### config.mk
export PLATFORM = sky130hd
export DESIGN_NAME = multicycle_control
export DESIGN_NICKNAME = d
export VERILOG_FILES = /design/src/rtl/core_defs.sv /design/src/rtl/ctrl_decode.sv /design/src/rtl/multicycle_control.sv
export SDC_FILE = /design/constraint.sdc
export NUM_CORES = 1
export LEC_CHECK = 0
export ABC_AREA = 1
export CAP_MARGIN = 20
export CORE_MARGIN = 8
export CORE_UTILIZATION = 40
export DETAILED_ROUTE_END_ITERATION = 8
export GPL_ROUTABILITY_DRIVEN = 0
export GPL_TIMING_DRIVEN = 1
export PLACE_DENSITY_LB_ADDON = 0.2
export SETUP_SLACK_MARGIN = 0.5
export SLEW_MARGIN = 20
export SYNTH_ARGS = -nofsm -noshare
export SYNTH_HDL_FRONTEND = slang
export SYNTH_HIERARCHICAL = 1
export SYNTH_SLANG_ARGS = --single-unit
### constraint.sdc
create_clock -name clk -period 2.8 [get_ports clk]
set_input_delay 0.56 -clock clk [delete_from_list [all_inputs] [get_ports clk]]
set_output_delay 0.56 -clock clk [all_outputs]
set_load 0.1 [all_outputs]
### src/rtl/core_defs.sv
// rtl/core_defs.sv - shared encodings for the multicycle control unit
// Purpose: state, opcode, alu_op, pc_src and wb_src encodings plus the
//          bundled control-output struct used between decode and top.
// Ports:   none (package).
package core_defs;

  // FSM state encodings (6 and 7 are unused and recover to FETCH)
  localparam logic [2:0] ST_FETCH  = 3'd0;
  localparam logic [2:0] ST_DECODE = 3'd1;
  localparam logic [2:0] ST_EXEC   = 3'd2;
  localparam logic [2:0] ST_MEM    = 3'd3;
  localparam logic [2:0] ST_WB     = 3'd4;
  localparam logic [2:0] ST_HALT   = 3'd5;

  // Opcodes (9..14 are unimplemented)
  localparam logic [3:0] OP_AND  = 4'd0;
  localparam logic [3:0] OP_ADD  = 4'd1;
  localparam logic [3:0] OP_SUB  = 4'd2;
  localparam logic [3:0] OP_OR   = 4'd3;
  localparam logic [3:0] OP_LW   = 4'd4;
  localparam logic [3:0] OP_SW   = 4'd5;
  localparam logic [3:0] OP_BEQ  = 4'd6;
  localparam logic [3:0] OP_BNE  = 4'd7;
  localparam logic [3:0] OP_JMP  = 4'd8;
  localparam logic [3:0] OP_HALT = 4'd15;

  // ALU operation codes
  localparam logic [1:0] ALU_AND = 2'd0;
  localparam logic [1:0] ALU_ADD = 2'd1;
  localparam logic [1:0] ALU_SUB = 2'd2;
  localparam logic [1:0] ALU_OR  = 2'd3;

  // PC source select
  localparam logic [1:0] PC_PLUS1  = 2'd0;
  localparam logic [1:0] PC_BRANCH = 2'd1;
  localparam logic [1:0] PC_JUMP   = 2'd2;

  // Write-back source select
  localparam logic WB_ALU = 1'b0;
  localparam logic WB_MEM = 1'b1;

  // All datapath controls in one bundle so the top can gate them as a unit
  typedef struct packed {
    logic       pc_write;
    logic [1:0] pc_src;
    logic       ir_write;
    logic       iord;
    logic       mem_read;
    logic       mem_write;
    logic [1:0] alu_op;
    logic       alu_src_b;
    logic       reg_write;
    logic       wb_src;
    logic       instr_done;
    logic       illegal;
    logic       halted;
  } ctrl_t;

endpackage

### src/rtl/ctrl_decode.sv
// rtl/ctrl_decode.sv - combinational next-state and control-output decode
// Purpose: maps the current state, latched instruction fields, zero flag and
//          memory handshake to the control bundle and the next state.
// Ports:   state      in  3  current FSM state
//          opcode     in  4  live opcode, consulted only in DECODE
//          op_q       in  4  opcode latched at the end of DECODE
//          m_q        in  1  operand-B select latched at the end of DECODE
//          zero       in  1  ALU zero flag
//          mem_ready  in  1  memory completion handshake
//          next_state out 3  state to load on the next clock edge
//          ctrl       out    control bundle (ctrl_t)
import core_defs::*;

module ctrl_decode (
  input  logic [2:0] state,
  input  logic [3:0] opcode,
  input  logic [3:0] op_q,
  input  logic       m_q,
  input  logic       zero,
  input  logic       mem_ready,
  output logic [2:0] next_state,
  output ctrl_t      ctrl
);

  always_comb begin
    ctrl       = '0;
    next_state = ST_FETCH;
    case (state)
      ST_FETCH: begin
        ctrl.mem_read = 1'b1;
        ctrl.iord     = 1'b0;
        if (mem_ready) begin
          ctrl.ir_write = 1'b1;
          ctrl.pc_write = 1'b1;
          ctrl.pc_src   = PC_PLUS1;
          next_state    = ST_DECODE;
        end else begin
          next_state    = ST_FETCH;
        end
      end

      // op_q is only loaded at the end of this cycle, so decode the live field
      ST_DECODE: begin
        if (opcode <= OP_BNE) begin
          next_state = ST_EXEC;
        end else if (opcode == OP_JMP) begin
          ctrl.pc_write   = 1'b1;
          ctrl.pc_src     = PC_JUMP;
          ctrl.instr_done = 1'b1;
          next_state      = ST_FETCH;
        end else if (opcode == OP_HALT) begin
          ctrl.instr_done = 1'b1;
          next_state      = ST_HALT;
        end else begin
          ctrl.illegal    = 1'b1;
          ctrl.instr_done = 1'b1;
          next_state      = ST_FETCH;
        end
      end

      ST_EXEC: begin
        case (op_q)
          OP_AND, OP_ADD, OP_SUB, OP_OR: begin
            ctrl.alu_op    = op_q[1:0];
            ctrl.alu_src_b = m_q;
            next_state     = ST_WB;
          end
          OP_LW, OP_SW: begin
            ctrl.alu_op    = ALU_ADD;
            ctrl.alu_src_b = 1'b1;
            next_state     = ST_MEM;
          end
          OP_BEQ, OP_BNE: begin
            ctrl.alu_op     = ALU_SUB;
            ctrl.alu_src_b  = 1'b0;
            ctrl.pc_write   = (op_q == OP_BEQ) ? zero : !zero;
            ctrl.pc_src     = PC_BRANCH;
            ctrl.instr_done = 1'b1;
            next_state      = ST_FETCH;
          end
          default: next_state = ST_FETCH;
        endcase
      end

      ST_MEM: begin
        ctrl.iord = 1'b1;
        if (op_q == OP_SW) begin
          ctrl.mem_write = 1'b1;
        end else begin
          ctrl.mem_read  = 1'b1;
        end
        if (!mem_ready) begin
          next_state = ST_MEM;
        end else if (op_q == OP_SW) begin
          ctrl.instr_done = 1'b1;
          next_state      = ST_FETCH;
        end else begin
          next_state      = ST_WB;
        end
      end

      ST_WB: begin
        ctrl.reg_write  = 1'b1;
        ctrl.wb_src     = (op_q == OP_LW) ? WB_MEM : WB_ALU;
        ctrl.instr_done = 1'b1;
        next_state      = ST_FETCH;
      end

      ST_HALT: begin
        ctrl.halted = 1'b1;
        next_state  = ST_HALT;
      end

      default: next_state = ST_FETCH;
    endcase
  end

endmodule

### src/rtl/multicycle_control.sv
// rtl/multicycle_control.sv - multicycle control FSM for the 16-bit RISC core
// Purpose: holds the state and latched instruction fields, and gates every
//          control output to 0 while reset is asserted.
// Ports:   clk, rst_n (sync active-low), opcode[3:0], m, zero, mem_ready in;
//          state[2:0], pc_write, pc_src[1:0], ir_write, iord, mem_read,
//          mem_write, alu_op[1:0], alu_src_b, reg_write, wb_src, instr_done,
//          illegal, halted out.
import core_defs::*;

module multicycle_control (
  input  logic       clk,
  input  logic       rst_n,
  input  logic [3:0] opcode,
  input  logic       m,
  input  logic       zero,
  input  logic       mem_ready,
  output logic [2:0] state,
  output logic       pc_write,
  output logic [1:0] pc_src,
  output logic       ir_write,
  output logic       iord,
  output logic       mem_read,
  output logic       mem_write,
  output logic [1:0] alu_op,
  output logic       alu_src_b,
  output logic       reg_write,
  output logic       wb_src,
  output logic       instr_done,
  output logic       illegal,
  output logic       halted
);

  logic [2:0] state_q;
  logic [2:0] next_state;
  logic [3:0] op_q;
  logic       m_q;
  ctrl_t      dec_ctrl;
  ctrl_t      ctrl;

  ctrl_decode u_decode (
    .state      (state_q),
    .opcode     (opcode),
    .op_q       (op_q),
    .m_q        (m_q),
    .zero       (zero),
    .mem_ready  (mem_ready),
    .next_state (next_state),
    .ctrl       (dec_ctrl)
  );

  always_ff @(posedge clk) begin
    if (!rst_n) begin
      state_q <= ST_FETCH;
      op_q    <= 4'd0;
      m_q     <= 1'b0;
    end else begin
      state_q <= next_state;
      if (state_q == ST_DECODE) begin
        op_q <= opcode;
        m_q  <= m;
      end
    end
  end

  // Reset drops any pending memory request immediately, not at the next edge
  assign ctrl  = rst_n ? dec_ctrl : '0;
  assign state = rst_n ? state_q  : ST_FETCH;

  assign pc_write   = ctrl.pc_write;
  assign pc_src     = ctrl.pc_src;
  assign ir_write   = ctrl.ir_write;
  assign iord       = ctrl.iord;
  assign mem_read   = ctrl.mem_read;
  assign mem_write  = ctrl.mem_write;
  assign alu_op     = ctrl.alu_op;
  assign alu_src_b  = ctrl.alu_src_b;
  assign reg_write  = ctrl.reg_write;
  assign wb_src     = ctrl.wb_src;
  assign instr_done = ctrl.instr_done;
  assign illegal    = ctrl.illegal;
  assign halted     = ctrl.halted;

endmodule

-- Yosys cells after proc, flatten, opt, wreduce, memory -nomap -nowiden
Cells that the tools add are included.
Widths: inputs -> output; s select.
- magnitude comparators: 1
- equality and inequality tests: 14
- mux-type cells: 33
- reduce and logical (&&, ||, !) cells: 6
- operators with widths (kind ; count):
    $mux 3 ; 10
    $pmux 3 s3 ; 2
    $eq 4x3->1 const B ; 4
    $mux 15 ; 1
    $pmux 3 s5 ; 1
    $mux 1 ; 13
    $eq 4x2->1 const B ; 2
    $eq 4x4->1 const B ; 2
    $eq 3x2->1 const B ; 2
    $eq 3x3->1 const B ; 2
    $pmux 3 s2 ; 1
    $eq 4x1->1 const B ; 1
    $le 4x3->1 const B ; 1
    $logic_not 4->1 ; 1
    $mux 2 ; 2
    $mux 4 ; 1
    $pmux 1 s4 ; 1
    $pmux 2 s2 ; 1
    $reduce_or 2->1 ; 2
    $reduce_or 4->1 ; 1
    $eq 3x1->1 const B ; 1
    $logic_not 3->1 ; 1
    $logic_not 1->1 ; 1
- flip-flop bits (word level): 8
- input bits: 9
- output and inout port bits: 18

-- Longest topological paths before layout
Gate-level depths: netlist (run 1).
- word-level depth: 6
- mapped depth: 8
- gate-level depth less buffers: 8

-- Modules after synthesis
The synthesis (run 1) kept the hierarchy.
- modules (own cells, without submodules) (module ; instances ; cells an instance ; area each (µm²) ; sequential area each (µm²)):
    multicycle_control ; 1 ; 81 ; 462.9 ; 160.2
    ctrl_decode ; 1 ; 63 ; 309.0 ; 0.0

-- Least setup slack after synthesis (run 1)
OpenSTA, ideal clock, no wires.
- path type: input to output
- from: input opcode[3]
- to: output illegal
- arrival time: 1568 ps
- path slack: 672 ps
- stages on the path: 7
- path buffers: 0
- cell sequence: inv_1 nor2_1 nand2_1 o21ai_1 nor3_1 nand2_1 inv_1
- RTL lines (item ; line ; text):
    start: declaration ; multicycle_control.sv:13 ; input logic [3:0] opcode,
    end: declaration ; multicycle_control.sv:29 ; output logic illegal,

==> load_flow_metrics.sql, run 1 <==
INSERT INTO impl_metrics (metric_group, metric, value, unit) VALUES
('setup_path', 'worst_setup_path_end_kind', 'primary output', ''),
('cts', 'root_buffer', 'sky130_fd_sc_hd__clkbuf_4', ''),
('global_routing', 'grt_first_pass_wirelength', '3420', 'um'),
('job', 'drv_cap', '0', ''),
('cts', 'cts_max_path_buffers', '2', ''),
('global_routing', 'antenna_found_initial', '0', ''),
('synthesis', 'synth_top_cell_area_share', '0.207', ''),
('routing', 'ant_nets', '0', ''),
('routing', 'drt_pre_antenna_iters', '4', ''),
('setup_path', 'timing.critical_path.slowest_stage_cell', 'sky130_fd_sc_hd__dlygate4sd2_1', ''),
('timing', 'setup-violations-final', '0', ''),
('synthesis', 'yosys.area.top_type', 'sky130_fd_sc_hd__dfxtp_1', ''),
('die', 'fp.dieArea', '0.00359', 'mm2'),
('synthesis', 'synthesis.instances', '144', ''),
('cts', 'clock_latency', '250', 'ps'),
('global_routing', 'grt_pass1_vias', '811', ''),
('synthesis', 'postSynthAreaPerCell', '5.36', 'um2'),
('synthesis', 'mappedNetlistNets', '153', ''),
('timing', 'report.final.hold_viol_count', '0', ''),
('setup_path', 'worst_ep_arrival_time', '1660', 'ps'),
('global_routing', 'grt_usage', '0.121', ''),
('power', 'pwr_density_cell', '301', 'mW/mm2'),
('routing', 'drt-total-wl', '1960', 'um'),
('cts', 'clock_sink_count', '8', ''),
('hold_path', 'holdCritStartpoint', 'm_q', ''),
('routing', 'vias_per_cell', '4.38', ''),
('power', 'worst_ir_drop_vdd', '0.000273', 'V'),
('routing', 'detail_route.iter0.violations', '17', ''),
('setup_path', 'worst_reg2reg_path_depth', '7', ''),
('routing', 'route.detailed.wl_per_inst', '9.90', 'um'),
('die', 'die-height', '59.9', 'um'),
('setup_path', 'critPathMaxStageDelay', '280', 'ps'),
('cells_and_area', 'layoutNonFillerInstCount', '198', ''),
('place', 'placement.io_buffers', '26', ''),
('timing', 'setup_tns', '0', 'ps'),
('setup_path', 'worstPathCellList', 'dlygate4sd2_1, inv_2, nor2_1, nand2_1, o21ai_1, nor3_2, nand2_1, inv_2, buf_12', ''),
('place', 'placed_instances', '195', ''),
('die', 'placeableCoreArea', '0.00188', 'mm2'),
('hold_path', 'min_to', 'm_q', ''),
('setup_path', 'r2r-end', 'state_q[0]', ''),
('synthesis', 'synthesis.yosys.warnings', '6', ''),
('setup_path', 'critPathKind', 'in -> out', ''),
('place', 'place_ws', '327', 'ps'),
('global_routing', 'grt-ovfl-total', '0', ''),
('cts', 'worst_setup_hold_path_clk_slew', '50', 'ps'),
('synthesis', 'synth_seq_area_share', '0.207', ''),
('synthesis', 'synth.lib_cells_used.distinct', '17', ''),
('setup_path', 'worstReg2RegStart', 'state_q[0]', ''),
('run_status', 'status', 'finished clean', ''),
('synthesis', 'synth.area.top_cells', 'sky130_fd_sc_hd__dfxtp_1 21%, sky130_fd_sc_hd__nand2_1 19%, sky130_fd_sc_hd__inv_1 18%', ''),
('timing', 'time_the_final_worst_path_needs_with_i_o_delays_and_setup', '2220', 'ps'),
('hold_path', 'min_path_type', 'reg -> reg', ''),
('cts', 'post-cts-setup-buffer-count', '0', ''),
('routing', 'post-route-drc-count', '0', ''),
('timing', 'timing.max_slew.rel_slack', '0.779', ''),
('cells_and_area', 'nNetsFinal', '182', ''),
('setup_path', 'reg2reg_setup_slack', '1610', 'ps'),
('cts', 'cts_buf_count', '3', ''),
('timing', 'fin_crit_sh', '0.792', ''),
('place', 'hpwlAfterDp', '1640', 'um'),
('timing', 'grt_setup_unrepaired', 'false', ''),
('die', 'boundaryPins', '27', ''),
('cells_and_area', 'fin_area', '0.00125', 'mm2'),
('global_routing', 'grt_start_max_net_pins', '27', ''),
('place', 'place_area', '0.00123', 'mm2'),
('setup_path', 'startpoint_type', 'primary input', ''),
('cells_and_area', 'final_util', '0.664', ''),
('hold_path', 'min_path_cells', '4', ''),
('die', 'die_w', '59.9', 'um'),
('timing', 'slew_viol_final', '0', ''),
('synthesis', 'synth_seq_cells', '8', '');
==> state kept, by name (all words and copies together), names as in the netlist <==
name and cells:
op_q 4, state_q 3, m_q 1
==> cell type report <==
| cell class | instances | area, um2 |
|---|---|---|
| Tap cell | 27 | 33.8 |
| Inverter | 41 | 154 |
| Fill cell | 181 | 633 |
| Timing Repair Buffer | 27 | 442 |
| Sequential cell | 8 | 160 |
| Clock buffer | 3 | 22.5 |
| Multi-Input combinational cell | 92 | 437 |
==> logic make-up (layout without fill, tap and decap cells) <==
logic type             count (synthesis)  count (layout)  synth area share
AND/OR/NAND/NOR                       85              85             0.506
buffers and inverters                 44              71             0.233
flip-flops                             8               8             0.207
AO/OA/AOI/OAI                          6               6            0.0421
XOR/XNOR                               1               1            0.0113
==> timing repair <==
item | in CTS | in global routing
resized for setup | 6 | 3
setup endpoints to repair | 4 | 2
pin swaps | 1 | 0
==> synth_stat cells <==
| library cell | count |
|---|---|
| sky130_fd_sc_hd__nor3_1 | 3 |
| sky130_fd_sc_hd__nor2_2 | 4 |
| sky130_fd_sc_hd__inv_2 | 5 |
| sky130_fd_sc_hd__buf_6 | 1 |
| sky130_fd_sc_hd__buf_4 | 2 |
| sky130_fd_sc_hd__nand2_1 | 40 |
| sky130_fd_sc_hd__nor2_1 | 21 |
| sky130_fd_sc_hd__o21ai_1 | 3 |
| sky130_fd_sc_hd__a21oi_1 | 2 |
| sky130_fd_sc_hd__nand3_2 | 2 |
| sky130_fd_sc_hd__nand4_1 | 1 |
| sky130_fd_sc_hd__nand3_1 | 12 |
| sky130_fd_sc_hd__o21bai_1 | 1 |
| sky130_fd_sc_hd__dfxtp_1 | 8 |
| sky130_fd_sc_hd__nand3_4 | 2 |
| sky130_fd_sc_hd__inv_1 | 36 |
| sky130_fd_sc_hd__xor2_1 | 1 |
==> stage by stage <==
| step | total power, W | hold WS [ps] |
|---|---|---|
| after floorplan | 0.000240 | 489 |
| after global placement | 0.000291 | 503 |
| after detailed placement | 0.000293 | 506 |
| after CTS | 0.000379 | 518 |
| after global routing | 0.000401 | 541 |
| final | 0.000376 | 514 |
==> worst max-delay path by stage <==
stage	startpoint	to	slack, ps	cells past startpoint
2_1_floorplan	opcode[3]	illegal	670	7
3_3_place_gp	opcode[3]	pc_write	410	10
3_5_place_dp	opcode[3]	pc_write	330	10
4_1_cts	opcode[3]	illegal	550	9
5_1_grt	opcode[3]	illegal	500	9
6_report	opcode[3]	illegal	580	9
==> layout by cell type, fill, tap and decap left out <==
cell type and n:
sky130_fd_sc_hd__a21oi_1 2, sky130_fd_sc_hd__buf_12 18, sky130_fd_sc_hd__buf_4 1, sky130_fd_sc_hd__clkbuf_4 3, sky130_fd_sc_hd__clkdlybuf4s50_1 3, sky130_fd_sc_hd__dfxtp_1 8
sky130_fd_sc_hd__dlygate4sd2_1 5, sky130_fd_sc_hd__inv_1 33, sky130_fd_sc_hd__inv_2 8, sky130_fd_sc_hd__nand2_1 40, sky130_fd_sc_hd__nand3_1 12, sky130_fd_sc_hd__nand3_2 2
sky130_fd_sc_hd__nand3_4 2, sky130_fd_sc_hd__nand4_1 1, sky130_fd_sc_hd__nor2_1 21, sky130_fd_sc_hd__nor2_2 4, sky130_fd_sc_hd__nor3_1 2, sky130_fd_sc_hd__nor3_2 1
sky130_fd_sc_hd__o21ai_1 3, sky130_fd_sc_hd__o21bai_1 1, sky130_fd_sc_hd__xor2_1 1
==> per-layer routing <==
layer,global-route usage,up-vias,wire length (um)
li1,-,472,-
met5,0,-,0
met1,0.134,373,854
met3,0.0172,4,74
met4,0.0510,0,26
met2,0.222,18,1010
==> power by group <==
group          internal (W)  switching, W   total, W
Clock             0.0000489     0.0000375  0.0000864
Sequential         0.000122     0.0000113   0.000134
Combinational     0.0000549      0.000101   0.000156
==> critical path, delay by kind of cell <==
kind	cells	cell delay [ps]
AND/OR/NAND/NOR	4	380
AO/OA/AOI/OAI	1	90
buffers and inverters	4	620
(Power assumes the default switching activity.)
==> run 2, diff against run 1 <==
Clock period 2.8 ns to 2.1 ns, I/O delays scaled along.
==> load_flow_metrics.sql, run 2 (synthesis gave the netlist of run 1 again) <==
INSERT INTO impl_metrics (metric_group, metric, value, unit) VALUES
('run_status', 'status', 'finished clean', ''),
('cells_and_area', 'multi_input_comb_area', '619', 'um2'),
('cells_and_area', 'n_antenna_cell', '0', ''),
('global_routing', 'antenna_found_initial', '0', ''),
('cells_and_area', 'syn2layout_area_growth', '129', '%'),
('timing', 'fin_crit_sh', '0.941', ''),
('setup_path', 'critPathMaxStageDelay', '430', 'ps'),
('cells_and_area', 'layoutNonFillerInstCount', '216', ''),
('cells_and_area', 'n_fill_cell', '62', ''),
('die', 'placeableCoreArea', '0.00188', 'mm2'),
('global_routing', 'grt_usage', '0.188', ''),
('routing', 'vias_per_cell', '5.56', ''),
('cells_and_area', 'nNetsFinal', '199', ''),
('timing', 'tightestPinTransition', '241', 'ps'),
('die', 'die-height', '59.9', 'um'),
('cells_and_area', 'layout-drive-gt1-share', '0.661', ''),
('hold_path', 'min_path_type', 'in -> reg', ''),
('setup_path', 'timing.critical_path.slowest_stage_cell', 'sky130_fd_sc_hd__dfxtp_4', ''),
('setup_path', 'startpoint_type', 'register', ''),
('cts', 'clock_latency', '260', 'ps'),
('global_routing', 'grt-ovfl-total', '0', ''),
('power', 'worst_ir_drop_vdd', '0.000377', 'V'),
('setup_path', 'critical_path.max_fanout', '5', ''),
('timing', 'slew_viol_final', '0', ''),
('global_routing', 'grt_pass1_vias', '1146', ''),
('routing', 'detail_route.iter0.violations', '54', ''),
('routing', 'post-route-drc-count', '0', ''),
('cells_and_area', 'most-common-layout-cells', '19 x sky130_fd_sc_hd__nand2_1, 19 x sky130_fd_sc_hd__buf_12, 18 x sky130_fd_sc_hd__clkinvlp_4, 18 x sky130_fd_sc_hd__nand2_2, 15 x sky130_fd_sc_hd__nor2_1', ''),
('place', 'hpwlAfterDp', '1660', 'um'),
('cts', 'worst_setup_hold_path_clk_slew', '60', 'ps'),
('setup_path', 'worst_setup_path_end_kind', 'primary output', ''),
('timing', 'setup-violations-final', '0', ''),
('cts', 'cts_max_path_buffers', '2', ''),
('die', 'start_util', '0.410', ''),
('die', 'placement_rows', '16', ''),
('timing', 'maxClockFrequency', '506', 'MHz'),
('setup_path', 'worst_ep_arrival_time', '1560', 'ps'),
('cells_and_area', 'fin_area', '0.00177', 'mm2'),
('cells_and_area', 'regMostFlops', 'op_q', ''),
('cts', 'cts_buf_count', '3', ''),
('power', 'pwr_density_cell', '361', 'mW/mm2'),
('die', 'boundaryPins', '27', ''),
('routing', 'vias', '1200', ''),
('place', 'placed_instances', '198', ''),
('cells_and_area', 'seqCellArea', '181', 'um2'),
('setup_path', 'worstPathRequired', '1680', 'ps'),
('setup_path', 'critPathTopFamily', 'simple AND/OR/NAND/NOR gates', ''),
('setup_path', 'critical-path-top-cell-by-count', 'sky130_fd_sc_hd__nand2_2', ''),
('routing', 'drt_pre_antenna_iters', '4', ''),
('cts', 'cts_max_level', '1', ''),
('routing', 'drt-total-wl', '4220', 'um'),
('cts', 'clock_tree_from_tritoncts', 'built', ''),
('job', 'drv_cap', '0', ''),
('cells_and_area', 'largest_reg_flops', '4', ''),
('place', 'placement.io_buffers', '26', ''),
('cts', 'root_buffer', 'sky130_fd_sc_hd__clkbuf_4', ''),
('timing', 'report.final.hold_viol_count', '0', ''),
('setup_path', 'cp_num_buf_inv', '4', ''),
('die', 'die_w', '59.9', 'um'),
('timing', 'grt_setup_unrepaired', 'true', ''),
('timing', 'time_the_final_worst_path_needs_with_i_o_delays_and_setup', '1980', 'ps'),
('timing', 'fin_skew', '5.86', 'ps'),
('cts', 'cts_hold_repair.buffers', '0', ''),
('timing', 'timing.max_slew.rel_slack', '0.838', ''),
('global_routing', 'grt_first_pass_wirelength', '5040', 'um'),
('global_routing', 'grt_start_max_net_pins', '14', ''),
('power', 'totalPowerFinal', '0.000639', 'W'),
('cells_and_area', 'reg_top3', 'op_q (4), state_q (3), m_q (1)', ''),
('routing', 'route.detailed.wl_per_inst', '19.6', 'um'),
('power', 'leakage', '0.730', 'nW'),
('die', 'fp.dieArea', '0.00359', 'mm2'),
('cts', 'clock_sink_count', '8', ''),
('routing', 'ant_nets', '0', ''),
('place', 'place_area', '0.00138', 'mm2'),
('timing', 'hold_ws', '468', 'ps'),
('setup_path', 'worstPathCellList', 'inv_6, nand4_1, inv_1, nor2_1, nand2_2, nand2_2, clkinvlp_4, buf_12', ''),
('setup_path', 'critPathKind', 'reg -> out', '');
run 2: worst reg2reg max path, cell delays in order (launching register included):
cell and delay, ps:
sky130_fd_sc_hd__dfxtp_4 430, sky130_fd_sc_hd__inv_6 60, sky130_fd_sc_hd__nand3_4 100, sky130_fd_sc_hd__buf_4 140, sky130_fd_sc_hd__nor2_1 50, sky130_fd_sc_hd__nor2_2 150
sky130_fd_sc_hd__o21ai_1 120, sky130_fd_sc_hd__nand2_1 100, sky130_fd_sc_hd__inv_1 40
run 2: path summary, 6_finish.rpt:
path	start	to	slack, ps	cells after the start
setup / recovery	state_q[0]	pc_write	120	8
hold / removal	opcode[0]	op_q[0]	470	3
setup reg to reg	state_q[0]	state_q[1]	820	8
hold reg to reg	m_q	m_q	540	4
run 2: layout make-up:
class                      instances  share of cell area
clock buffer                       4              0.0149
timing repair buffer              44               0.368
inverter                          41               0.145
sequential                         8               0.103
tap                               27              0.0191
multi-input combinational         92               0.350
run 2: routing by layer:
metal | up-vias | GRT usage | part of all wire
met5 | - | 0 | 0
met4 | 0 | 0.163 | 0.069
met3 | 29 | 0.0387 | 0.079
met2 | 91 | 0.331 | 0.49
met1 | 564 | 0.183 | 0.36
li1 | 516 | - | -
run 2: through the flow:
step / setup slack, ps / setup TNS (ps) / utilization
floorplan: 455 / 0 / -
global placement: -101 / -223 / 0.735
detailed placement: -140 / -342 / 0.735
CTS: 257 / 0 / 0.848
global route: 92.3 / 0 / 0.940
finish: 124 / 0 / 0.940
run 2: power by group:
part,leakage (nW),internal [W],switching (W)
clock network,0.0150,0.0000731,0.0000589
registers,0.0699,0.000162,0.0000222
logic,0.646,0.000125,0.000198
run 2: repair_timing:
item                                    in CTS  in global routing
gates resized for setup                     45                 40
pin swaps                                   15                 26
gates cloned                                 2                  0
setup buffers                                6                  6
endpoints found under the setup margin      18                 17
